<file path="src/rtl/layer_sequencer_if.sv">
// Handshake and datapath-control bundle between a layer_sequencer and its environment.
interface layer_sequencer_if;
    logic       start;
    logic       src_valid;
    logic       src_ready;
    logic       pix_valid;
    logic       vs_out;
    logic       mode_out;
    logic       param_we;
    logic [6:0] param_addr;
    logic       win_valid;
    logic       busy;
    logic       frame_done;
    logic [9:0] win_count;
    logic       err;
    logic       timeout;

    // sequencer side
    modport slave (
        input  start, src_valid, win_valid,
        output src_ready, pix_valid, vs_out, mode_out, param_we, param_addr,
               busy, frame_done, win_count, err, timeout
    );

    // environment / controller side
    modport master (
        output start, src_valid, win_valid,
        input  src_ready, pix_valid, vs_out, mode_out, param_we, param_addr,
               busy, frame_done, win_count, err, timeout
    );
endinterface

</file>
<file path="src/rtl/layer_sequencer.sv">
// Per-layer control: parameter load, vsync, paced pixel streaming, drain, window-count check.
// Optional stall watchdog enabled by defining WATCHDOG_EN.
module layer_sequencer #(
    parameter int unsigned FM_WIDTH    = 56,
    parameter int unsigned PERIOD      = 8,
    parameter int unsigned PARAM_WORDS = 64,
    parameter int unsigned TIMEOUT     = 1024
) (
    input  logic               clk,
    input  logic               rst,
    layer_sequencer_if.slave   bus
);
    localparam int unsigned NPIX      = FM_WIDTH * FM_WIDTH;
    localparam int unsigned NWIN      = (FM_WIDTH / 2) * (FM_WIDTH / 2);
    localparam int unsigned DRAIN_CYC = 2 * PERIOD;
    localparam int unsigned CNT_MAX   = (PARAM_WORDS > DRAIN_CYC) ? PARAM_WORDS : DRAIN_CYC;
    localparam int unsigned CNT_W     = $clog2(CNT_MAX);
    localparam int unsigned GAP_W     = $clog2(PERIOD);
    localparam int unsigned PIX_W     = $clog2(NPIX);
    localparam int unsigned WC_W      = 10;

    if (FM_WIDTH < 4 || (FM_WIDTH % 2) != 0 || PERIOD < 3 ||
        PARAM_WORDS < 2 || PARAM_WORDS > 128 || TIMEOUT < 2) begin : g_param_check
        $error("layer_sequencer: illegal parameter set");
    end

    typedef enum logic [2:0] {
        S_IDLE, S_LOAD, S_VSYNC, S_STREAM, S_DRAIN, S_DONE
    } state_t;

    state_t            state_q, state_d;
    logic [CNT_W-1:0]  cnt_q, cnt_d;
    logic [GAP_W-1:0]  gap_q, gap_d;
    logic [PIX_W-1:0]  pix_q, pix_d;
    logic [WC_W-1:0]   win_q, win_d;
    logic              err_q, err_d;
    logic              vs_q, vs_d, mode_q, mode_d, we_q, we_d, busy_q, busy_d, done_q, done_d;
    logic [6:0]        addr_q, addr_d;
    logic              src_ready_c, accept_c;

`ifdef WATCHDOG_EN
    localparam int unsigned TO_W = $clog2(TIMEOUT);
    logic [TO_W-1:0]   stall_q, stall_d;
    logic              to_q, to_d;
`endif

    // Ready is a pure function of the gap counter so the first pixel of a frame is never delayed.
    assign src_ready_c = !rst && (state_q == S_STREAM) && (gap_q == GAP_W'(PERIOD - 1));
    assign accept_c    = src_ready_c & bus.src_valid;

    always_comb begin
        state_d = state_q;
        cnt_d   = cnt_q;
        gap_d   = gap_q;
        pix_d   = pix_q;
        win_d   = win_q;
        err_d   = err_q;
`ifdef WATCHDOG_EN
        stall_d = stall_q;
        to_d    = to_q;
`endif
        case (state_q)
            S_IDLE: begin
                if (bus.start) begin
                    state_d = S_LOAD;
                    cnt_d   = '0;
                    err_d   = 1'b0;
`ifdef WATCHDOG_EN
                    to_d    = 1'b0;
`endif
                end
            end
            S_LOAD: begin
                if (cnt_q == CNT_W'(PARAM_WORDS - 1)) begin
                    state_d = S_VSYNC;
                    cnt_d   = '0;
                end else begin
                    cnt_d = cnt_q + CNT_W'(1);
                end
            end
            S_VSYNC: begin
                state_d = S_STREAM;
                gap_d   = GAP_W'(PERIOD - 1);
                pix_d   = '0;
                win_d   = '0;
`ifdef WATCHDOG_EN
                stall_d = '0;
`endif
            end
            S_STREAM: begin
                if (accept_c) begin
                    gap_d = '0;
`ifdef WATCHDOG_EN
                    stall_d = '0;
`endif
                    if (pix_q == PIX_W'(NPIX - 1)) begin
                        state_d = S_DRAIN;
                        cnt_d   = '0;
                    end else begin
                        pix_d = pix_q + PIX_W'(1);
                    end
                end else begin
                    if (gap_q != GAP_W'(PERIOD - 1)) gap_d = gap_q + GAP_W'(1);
`ifdef WATCHDOG_EN
                    if (stall_q == TO_W'(TIMEOUT - 1)) begin
                        state_d = S_IDLE;
                        to_d    = 1'b1;
                    end else begin
                        stall_d = stall_q + TO_W'(1);
                    end
`endif
                end
            end
            S_DRAIN: begin
                if (cnt_q == CNT_W'(DRAIN_CYC - 1)) state_d = S_DONE;
                else                                 cnt_d   = cnt_q + CNT_W'(1);
            end
            S_DONE:  state_d = S_IDLE;
            default: state_d = S_IDLE;
        endcase

        // Windows only count while the datapath can legitimately produce them.
        if ((state_q == S_STREAM || state_q == S_DRAIN) && bus.win_valid && (win_q != '1))
            win_d = win_q + WC_W'(1);

        // Judge the frame as DONE is entered so err is already valid alongside frame_done.
        if (state_q == S_DRAIN && state_d == S_DONE)
            err_d = (32'(win_d) != NWIN);

        busy_d = (state_d != S_IDLE);
        mode_d = (state_d inside {S_VSYNC, S_STREAM, S_DRAIN, S_DONE});
        vs_d   = (state_d == S_VSYNC);
        we_d   = (state_d == S_LOAD);
        addr_d = we_d ? 7'(cnt_d) : 7'd0;
        done_d = (state_d == S_DONE);
    end

    always_ff @(posedge clk) begin
        if (rst) begin
            state_q <= S_IDLE;
            cnt_q   <= '0;
            gap_q   <= '0;
            pix_q   <= '0;
            win_q   <= '0;
            err_q   <= 1'b0;
            vs_q    <= 1'b0;
            mode_q  <= 1'b0;
            we_q    <= 1'b0;
            addr_q  <= '0;
            busy_q  <= 1'b0;
            done_q  <= 1'b0;
`ifdef WATCHDOG_EN
            stall_q <= '0;
            to_q    <= 1'b0;
`endif
        end else begin
            state_q <= state_d;
            cnt_q   <= cnt_d;
            gap_q   <= gap_d;
            pix_q   <= pix_d;
            win_q   <= win_d;
            err_q   <= err_d;
            vs_q    <= vs_d;
            mode_q  <= mode_d;
            we_q    <= we_d;
            addr_q  <= addr_d;
            busy_q  <= busy_d;
            done_q  <= done_d;
`ifdef WATCHDOG_EN
            stall_q <= stall_d;
            to_q    <= to_d;
`endif
        end
    end

    assign bus.src_ready  = src_ready_c;
    assign bus.pix_valid  = accept_c;
    assign bus.vs_out     = vs_q;
    assign bus.mode_out   = mode_q;
    assign bus.param_we   = we_q;
    assign bus.param_addr = addr_q;
    assign bus.busy       = busy_q;
    assign bus.frame_done = done_q;
    assign bus.win_count  = win_q;
    assign bus.err        = err_q;
`ifdef WATCHDOG_EN
    assign bus.timeout    = to_q;
`else
    assign bus.timeout    = 1'b0;
`endif
endmodule

</file>
<file path="src/flat_wrapper.sv">
// flat-port wrapper written by rule: the top's interface ports become plain ports
module layer_sequencer_flat 
#(
    parameter int unsigned FM_WIDTH    = 56,
    parameter int unsigned PERIOD      = 8,
    parameter int unsigned PARAM_WORDS = 64,
    parameter int unsigned TIMEOUT     = 1024
)
  (clk, rst, bus_start, bus_src_valid, bus_win_valid, bus_src_ready, bus_pix_valid, bus_vs_out, bus_mode_out, bus_param_we, bus_param_addr, bus_busy, bus_frame_done, bus_win_count, bus_err, bus_timeout);
  layer_sequencer_if bus_i ();
  input  logic clk;
  input  logic rst;
  input wire logic [$bits(bus_i.start)-1:0] bus_start;
  input wire logic [$bits(bus_i.src_valid)-1:0] bus_src_valid;
  input wire logic [$bits(bus_i.win_valid)-1:0] bus_win_valid;
  output wire logic [$bits(bus_i.src_ready)-1:0] bus_src_ready;
  output wire logic [$bits(bus_i.pix_valid)-1:0] bus_pix_valid;
  output wire logic [$bits(bus_i.vs_out)-1:0] bus_vs_out;
  output wire logic [$bits(bus_i.mode_out)-1:0] bus_mode_out;
  output wire logic [$bits(bus_i.param_we)-1:0] bus_param_we;
  output wire logic [$bits(bus_i.param_addr)-1:0] bus_param_addr;
  output wire logic [$bits(bus_i.busy)-1:0] bus_busy;
  output wire logic [$bits(bus_i.frame_done)-1:0] bus_frame_done;
  output wire logic [$bits(bus_i.win_count)-1:0] bus_win_count;
  output wire logic [$bits(bus_i.err)-1:0] bus_err;
  output wire logic [$bits(bus_i.timeout)-1:0] bus_timeout;
  assign bus_i.start = bus_start;
  assign bus_i.src_valid = bus_src_valid;
  assign bus_i.win_valid = bus_win_valid;
  assign bus_src_ready = bus_i.src_ready;
  assign bus_pix_valid = bus_i.pix_valid;
  assign bus_vs_out = bus_i.vs_out;
  assign bus_mode_out = bus_i.mode_out;
  assign bus_param_we = bus_i.param_we;
  assign bus_param_addr = bus_i.param_addr;
  assign bus_busy = bus_i.busy;
  assign bus_frame_done = bus_i.frame_done;
  assign bus_win_count = bus_i.win_count;
  assign bus_err = bus_i.err;
  assign bus_timeout = bus_i.timeout;
  layer_sequencer #(.FM_WIDTH(FM_WIDTH), .PERIOD(PERIOD), .PARAM_WORDS(PARAM_WORDS), .TIMEOUT(TIMEOUT)) u_core (.clk(clk), .rst(rst), .bus(bus_i));
endmodule
</file>
<file path="config.mk">
export PLATFORM = sky130hd
export DESIGN_NAME = layer_sequencer_flat
export DESIGN_NICKNAME = d
export VERILOG_FILES = /design/src/rtl/layer_sequencer_if.sv /design/src/rtl/layer_sequencer.sv /design/src/flat_wrapper.sv
export SDC_FILE = /design/constraint.sdc
export NUM_CORES = 1
export LEC_CHECK = 0
export ABC_AREA = 1
export CAP_MARGIN = 20
export CORE_ASPECT_RATIO = 0.9
export CORE_UTILIZATION = 55
export DETAILED_ROUTE_END_ITERATION = 16
export DONT_BUFFER_PORTS = 1
export PLACE_DENSITY = 0.66
export SLEW_MARGIN = 20
export SYNTH_ARGS = -nofsm -noshare
export SYNTH_HDL_FRONTEND = slang
export SYNTH_SLANG_ARGS = --single-unit
</file>
<file path="constraint.sdc">
create_clock -name clk -period 1.85 [get_ports clk]
set_input_delay 0.37 -clock clk [delete_from_list [all_inputs] [get_ports clk]]
set_output_delay 0.37 -clock clk [all_outputs]
set_load 0.05 [all_outputs]
</file>
==> results of run 1 <==
-- critical path, cell delays in order, from the launching register on --
cell,delay [ns]
dfxtp_2,0.35
ha_2,0.19
ha_4,0.13
nand2_2,0.06
nor2_4,0.13
nand2_4,0.10
inv_8,0.11
-- final cells by class --
class | count | area share, %
clock buffers | 6 | 2.665
clock inverters | 2 | 1.379
inverters | 36 | 5.239
multi-input cells | 255 | 48.85
flip-flops and latches | 46 | 34.15
well taps | 48 | 2.206
repair buffers | 20 | 5.515
-- registers in the layout, indices dropped and copies added (netlist names), 3 cells and up --
register	flops
u_core.pix_q	12
u_core.bus.win_count	10
u_core.bus.param_addr	6
u_core.cnt_q	6
u_core.gap_q	3
u_core.state_q	3
-- logic make-up (layout without fill, tap and decap cells) --
family / count (synthesis) / count (layout) / synth area share [%]
other cells: 1 / 2 / 0.1570
buf+inv: 45 / 64 / 7.857
fa+ha+maj: 5 / 5 / 2.619
flops: 46 / 46 / 38.55
mux: 1 / 1 / 0.4191
simple gates: 189 / 189 / 35.10
xor+xnor: 12 / 12 / 4.401
compound gates: 46 / 46 / 10.90
-- power breakdown --
part	internal, mW	switching, mW
logic	0.0202	0.0502
clock network	0.403	0.342
registers	1.00	0.0283
-- synthesized netlist by cell type --
cell,instances
a21boi_2,1
a21oi_1,23
a22oi_1,2
a31oi_1,1
a32oi_1,1
and3_1,1
buf_2,3
buf_4,2
buf_6,1
clkbuf_1,3
clkinv_1,1
conb_1,1
dfxtp_1,46
ha_1,5
inv_1,29
inv_2,6
mux2i_1,1
nand2_1,91
nand2_2,5
nand3_1,24
nand3_2,2
nand3_4,1
nand3b_1,1
nand4_1,5
nor2_1,47
nor2_2,4
nor2_4,1
nor3_1,4
nor3_2,3
o211ai_1,1
o21a_1,1
o21ai_0,10
o21ai_1,3
o21ai_2,1
o21bai_1,1
o31ai_1,1
xnor2_1,3
xor2_1,9
-- per-stage QoR --
step                      cell area (µm²)  setup slack (ns)
after floorplan                      2430          0.005731
after global placement               2587            0.1618
after detailed placement             2587            0.1340
after CTS                            2698           0.09598
after global routing                 2723          -0.04994
final                                2723           0.09663
-- layer usage --
| layer | vias to the layer above | wire, µm |
|---|---|---|
| met5 | - | 0 |
| met4 | 0 | 26 |
| met3 | 2 | 249 |
| met2 | 39 | 2308 |
| met1 | 940 | 2551 |
| li1 | 1141 | - |
-- path summary, 6_finish.rpt --
path,from,endpoint,slack (ns),cells past startpoint
min,rst,u_core.pix_q[1],0.13,1
min reg2reg,u_core.pix_q[10],u_core.pix_q[10],0.50,2
max,u_core.gap_q[0],bus_pix_valid,0.1,6
max reg2reg,u_core.gap_q[0],u_core.bus.param_addr[0],0.11,11
==> results.toml, run 1 <==
[drt]
postRouteAntennaNets = 0
via_count = 2122
first_pass_iters = 4
vias_per_cell = 5.138
drc_errors = 0
drtIter0Drc = 129
drt-wirelength-per-cell_um = 12.44
totalWireLength_um = 5136

[global_routing]
top_usage_layer = "met2"
use_met1_pct = 32.91
grt_max_degree = 27
antenna_found_initial = 0
grt_pass1_wl_um = 8790
use_met3_pct = 4.821
grt_usage_pct = 24.07
grt_pass1_vias = 1991
grt_overflow_total = 0
use_met2_pct = 39.52

[critical_path]
crit_required_ns = 1.48
start_kind = "flip-flop"
cp-end-kind = "output pin"
worstPathMaxFanout = 5
worstSetupPathType = "reg -> out"
worstPathArrival_ns = 1.38

[yosys]
ys_warn_count = 0
synthCells = 345
syn_area_per_cell_um2 = 6.923
ys_seq_area_share_pct = 38.55
synth_top_cell_area_share_pct = 38.55
synth_top_cell_by_area = "dfxtp_1"
synth_area_leaders = "dfxtp_1 39%, nand2_1 14%, nor2_1 7.4%"
ys_ff_latch = 46
synth_area_mm2 = 0.002389
synth_cell_types = 38

[finish]
fin_nets = 374
syn2layout_area_growth_pct = 13.99
drive_above_1_share_pct = 18.36
fill_cells = 372
final_cells = 413
regArea_um2 = 929.6
final_cell_mix = "87 x nand2_1, 46 x nor2_1, 39 x dfxtp_1, 28 x inv_1, 24 x nand3_1"
antennaDiodeCount = 0
multiInputGateArea_mm2 = 0.001330
fin_util_pct = 65.94
final_common_cell = "nand2_1"

[min_path]
min-delay-path-class = "in -> reg"

[power]
power_mw = 1.844
power_density_mw_per_mm2 = 677.3
leakagePower_nw = 1.152
irDropWorstVdd_mv = 0.8913

[clocking]
path_clk_slew_ns = 0.10
h-tree-depth = 2
ctsResizeCount = 0
clock_path_buffers = 2
post-cts-setup-buffer-count = 0
cts_made_buffers = 5
hold_buffers = 0
cts_sinks = 46
tritoncts = "yes"
cts_root_buffer = "clkbuf_8"
clk-insertion-delay-late_ns = 0.30

[timing]
whs_ns = 0.1300
tns_ns = 0
rsz0062_at_grt = "true"
slew_headroom_pct = 65.13
finalHoldViolCount = 0
setup_viol = 0
finalClockSkew_ns = 0.01499
worstMarginPinSlew_ns = 0.5223
fin_crit_sh_pct = 94.78
drv_slew = 0
finalCriticalPeriod_ns = 1.753
fmax_ghz = 0.5703

[die]
initial_utilization_pct = 57.85
boundaryPins = 31
die_height_um = 64.52
die_w_um = 71.47
dieArea_mm2 = 0.004611
core-area_mm2 = 0.004129
row_count = 22

[run_status]
status = "finished clean"

[place]
routabilityCongestion = 0.9120
portBuffers = 0
placedCellCount = 405
dp_hpwl_um = 3829

[run]
maxCapViolCount = 0
(Power assumes the default switching activity.)
==> run 2: changes to the inputs <==
--- a/config.mk
+++ b/config.mk
@@ -14,3 +14,3 @@
 export PLACE_DENSITY = 0.66
-export SLEW_MARGIN = 20
+export SLEW_MARGIN = 10
 export SYNTH_ARGS = -nofsm -noshare
==> constraint.sdc (replaced) <==
create_clock -name clk -period 1.85 [get_ports clk]
set_input_delay 0.555 -clock clk [delete_from_list [all_inputs] [get_ports clk]]
set_output_delay 0.555 -clock clk [all_outputs]
set_load 0.05 [all_outputs]
==> results.toml, run 2 (same netlist as run 1, synthesis figures left out) <==
[die]
dieArea_mm2 = 0.004611
initial_utilization_pct = 57.85
die_height_um = 64.52
core-area_mm2 = 0.004129
row_count = 22
die_w_um = 71.47
boundaryPins = 31

[critical_path]
cpLargestDelayFamily = "flip-flops"
startpoint = "u_core.gap_q[1]"
r2r_cells = 11
start_kind = "flip-flop"
cp_slowest_stage_delay_ns = 0.36
ff2ff_setup_slack_ns = 0.05
crit_required_ns = 1.29
r2r_start = "u_core.gap_q[1]"
crit_buf_inv = 2
worstSetupPathType = "reg -> out"
cp_cell_sequence = "ha_4, ha_4, nand2_4, nor2_4, nand2_4, inv_8, buf_12"
slowest_stage = "dfxtp_2"
cp-end-kind = "output pin"
timing.rr.end = "u_core.pix_q[2]"
worstPathArrival_ns = 1.37
worstPathMaxFanout = 2

[timing]
setup_ws_ns = -0.07315
slew_headroom_pct = 63.87
drv_slew = 0
tns_ns = -0.08888
worstMarginPinSlew_ns = 0.5412
rsz0062_at_grt = "true"
fmax_ghz = 0.5200
finalClockSkew_ns = 0.01015
whs_ns = 0.3201
finalCriticalPeriod_ns = 1.923
setup_viol = 2
finalHoldViolCount = 0
fin_crit_sh_pct = 104.0

[clocking]
clk-insertion-delay-late_ns = 0.30
path_clk_slew_ns = 0.09
cts_made_buffers = 5
tritoncts = "yes"
h-tree-depth = 2
cts_sinks = 46
hold_buffers = 0
clock_path_buffers = 2
cts_root_buffer = "clkbuf_8"

[global_routing]
grt_overflow_total = 0
grt_pass1_vias = 1967
use_met2_pct = 36.55
grt_max_degree = 27
grt_pass1_wl_um = 8735
use_met1_pct = 33.56
antenna_found_initial = 0
use_met3_pct = 5.443
top_usage_layer = "met2"
grt_usage_pct = 24.00

[power]
leakagePower_nw = 1.249
irDropWorstVdd_mv = 0.5762
power_density_mw_per_mm2 = 637.0

[min_path]
min_to = "u_core.pix_q[1]"
hp-start = "rst"
hold_depth = 1
min-delay-path-class = "in -> reg"

[finish]
largest_reg_flops = 12
syn2layout_area_growth_pct = 20.48
final_common_cell = "nand2_1"
regMostFlops = "u_core.pix_q"
antennaDiodeCount = 0
final_cell_mix = "88 x nand2_1, 45 x nor2_1, 38 x dfxtp_1, 31 x buf_4, 29 x inv_1"
fin_nets = 389
fin_util_pct = 69.70
drive_above_1_share_pct = 21.84

[place]
dp_hpwl_um = 3734
place_ws_ns = 0.1359
portBuffers = 0
routabilityCongestion = 0.9180

[drt]
first_pass_iters = 6
drt-wirelength-per-cell_um = 12.75
via_count = 2255
drc_errors = 0
vias_per_cell = 5.269
drtIter0Drc = 197
totalWireLength_um = 5456
postRouteAntennaNets = 0

[run_status]
failed_checks = "setup timing"
status = "complete, but fails checks"

[run]
maxCapViolCount = 0
[run 2: worst register-to-register path, stage by stage (launching register included)]
cell        delay [ns]
dfxtp_2           0.35
ha_4              0.16
ha_4              0.16
nand2_4           0.07
nor2_4            0.04
nand2_4           0.08
buf_4             0.15
nor2_4            0.05
o21ai_4           0.24
clkinvlp_4        0.20
a21oi_1           0.15
nor2_1            0.05
[run 2: layout make-up]
type                            count  area (µm²)
Timing Repair inverter              1       7.507
Tap cell                           48       60.06
Fill cell                         343        1251
Clock buffer                        6       72.57
Timing Repair Buffer               34       269.0
Multi-Input combinational cell    255        1358
Clock inverter                      2       37.54
Inverter                           36       142.6
Sequential cell                    46       930.9
[run 2: worst max-delay path by stage]
| stage | end | slack [ns] | cells after the start |
|---|---|---|---|
| global placement | bus_pix_valid | 0.17 | 7 |
| finish | bus_pix_valid | -0.07 | 7 |
| floorplan | u_core.cnt_q[4] | -0.01 | 11 |
| global route | u_core.pix_q[2] | -0.13 | 9 |
| detailed placement | u_core.bus.param_addr[4] | 0.14 | 11 |
| CTS | bus_pix_valid | -0.04 | 7 |
[run 2: what timing repair did]
action / in CTS / in global routing
setup buffers: 5 / 6
endpoints found under the setup margin: 2 / 13
gates cloned: 0 / 1
resized for setup: 6 / 13
pin swaps: 4 / 2
[run 2: through the flow]
stage                     cell area, µm²  power, mW  cells
after floorplan                     2421      1.117    346
after global placement              2610      1.121    408
after detailed placement            2610      1.121    408
after CTS                           2786      1.845    421
after global routing                2878      1.903    428
final                               2878      1.833    428
[run 2: per-layer routing]
| layer | part of all wire, % | wire, µm |
|---|---|---|
| met4 | 1.2 | 64 |
| met1 | 48 | 2618 |
| met2 | 44 | 2426 |
| met3 | 6.3 | 346 |
| met5 | 0 | 0 |
[run 2: power breakdown]
part | internal, mW | switching (mW) | total (mW)
logic | 0.0220 | 0.0523 | 0.0742
clock network | 0.403 | 0.329 | 0.732
registers | 1.00 | 0.0273 | 1.03
total | 1.42 | 0.408 | 1.83
==> run 3: changes to the inputs <==
Settings changed: CORE_ASPECT_RATIO 0.9 to 2.
==> results.toml, run 3 (same netlist as run 1, synthesis figures left out) <==
[run_status]
status = "finished clean"

[timing]
whs_ns = 0.3082
worstMarginPinSlew_ns = 0.5275
finalCriticalPeriod_ns = 1.816
fin_crit_sh_pct = 98.15
setup_ws_ns = 0.03423
finalClockSkew_ns = 0.01014
rsz0062_at_grt = "true"
fmax_ghz = 0.5507
drv_slew = 0
finalHoldViolCount = 0
tns_ns = 0
setup_viol = 0
slew_headroom_pct = 64.79

[power]
irDropWorstVdd_mv = 0.4560
leakagePower_nw = 1.199
power_density_mw_per_mm2 = 625.2

[global_routing]
grt_max_degree = 27
grt_overflow_total = 0
antenna_found_initial = 0
grt_pass1_wl_um = 9425
grt_pass1_vias = 2204
grt_usage_pct = 26.28

[finish]
regMostFlops = "u_core.pix_q"
final_common_cell = "nand2_1"
final_cell_mix = "88 x nand2_1, 45 x nor2_1, 38 x dfxtp_1, 29 x inv_1, 28 x buf_4"
syn2layout_area_growth_pct = 17.50
final_cells = 426
antennaDiodeCount = 0
largest_reg_flops = 12
fin_nets = 383
drive_above_1_share_pct = 20.59

[die]
die_height_um = 95.20
boundaryPins = 31
initial_utilization_pct = 57.85
dieArea_mm2 = 0.004626
core-area_mm2 = 0.004129
row_count = 33
die_w_um = 48.60

[min_path]
hp-start = "rst"
min-delay-path-class = "in -> reg"

[drt]
postRouteAntennaNets = 0
vias_per_cell = 5.310
first_pass_iters = 4
met2RoutedLength_um = 3128
drt-wirelength-per-cell_um = 13.30
dr.max_layer_used = "met4"
wl_met3_um = 155
via_count = 2262
drt-met1-wl_um = 2197
drtIter0Drc = 26
drc_errors = 0
totalWireLength_um = 5667

[place]
dp_hpwl_um = 4257
routabilityCongestion = 0.9056
placedCellCount = 414
portBuffers = 0
place_ws_ns = 0.08497

[clocking]
h-tree-depth = 2
clock_path_buffers = 2
cts_made_buffers = 5
clk-insertion-delay-late_ns = 0.30
cts_sinks = 46
cts_root_buffer = "clkbuf_8"
tritoncts = "yes"
path_clk_slew_ns = 0.09
hold_buffers = 0

[critical_path]
worstPathMaxFanout = 3
start_kind = "flip-flop"
r2r_start = "u_core.state_q[2]"
worstSetupPathType = "reg -> out"
cp-end-kind = "output pin"
crit_required_ns = 1.29
startpoint = "u_core.gap_q[1]"
worstPathArrival_ns = 1.26

[run]
maxCapViolCount = 0
-- run 3: routing by layer --
layer / vias to the layer above / global-route usage (%)
met5: - / 0
met4: 0 / 14.22
met3: 17 / 3.668
met2: 39 / 51.85
met1: 1051 / 25.49
li1: 1155 / -
-- run 3: report_power, final --
part	switching, mW	total (mW)	internal, mW
clock	0.340	0.649	0.309
sequential	0.0274	1.03	1.00
combinational	0.0531	0.0780	0.0249
total	0.421	1.75	1.33
-- run 3: final cells by class --
class	count	area [µm²]
clock buffer	7	86.33
clock inverter	1	8.758
fill	398	1323
inverter	36	147.6
multi-input combinational	255	1346
sequential	46	930.9
tap	52	65.06
timing repair buffer	29	221.5
-- run 3: metrics by stage --
step | util [%] | total power, mW | area (µm²)
after detailed placement | 63.39 | 1.124 | 2618
after global routing | 67.97 | 1.813 | 2806
after CTS | 66.73 | 1.764 | 2755
after global placement | 63.39 | 1.123 | 2618
after floorplan | - | 1.117 | 2421
final | 67.97 | 1.755 | 2806
-- run 3: timing repair --
| action | 4_1_cts | 5_1_grt |
|---|---|---|
| pin swaps | 4 | 0 |
| cloned | 0 | 0 |
| gates resized for setup | 6 | 10 |
| setup endpoints to repair | 2 | 16 |
| endpoints found under the hold margin | 0 | 0 |
| buffers inserted | 2 | 2 |
-- run 3: worst paths after layout --
kind                                  end  slack (ns)  depth (start not counted)
setup reg to reg           u_core.bus.err        0.11                         12
hold reg to reg          u_core.pix_q[11]        0.51                          2
setup / recovery            bus_pix_valid        0.03                          6
hold / removal    u_core.bus.win_count[0]        0.31                          1
-- run 3: worst max-delay path, stage by stage, from the launching register on --
cell and delay, ns:
dfxtp_2 0.36, ha_4 0.14, ha_4 0.12, nand2_2 0.05
nor2_4 0.11, nand2_4 0.09, clkinv_8 0.09
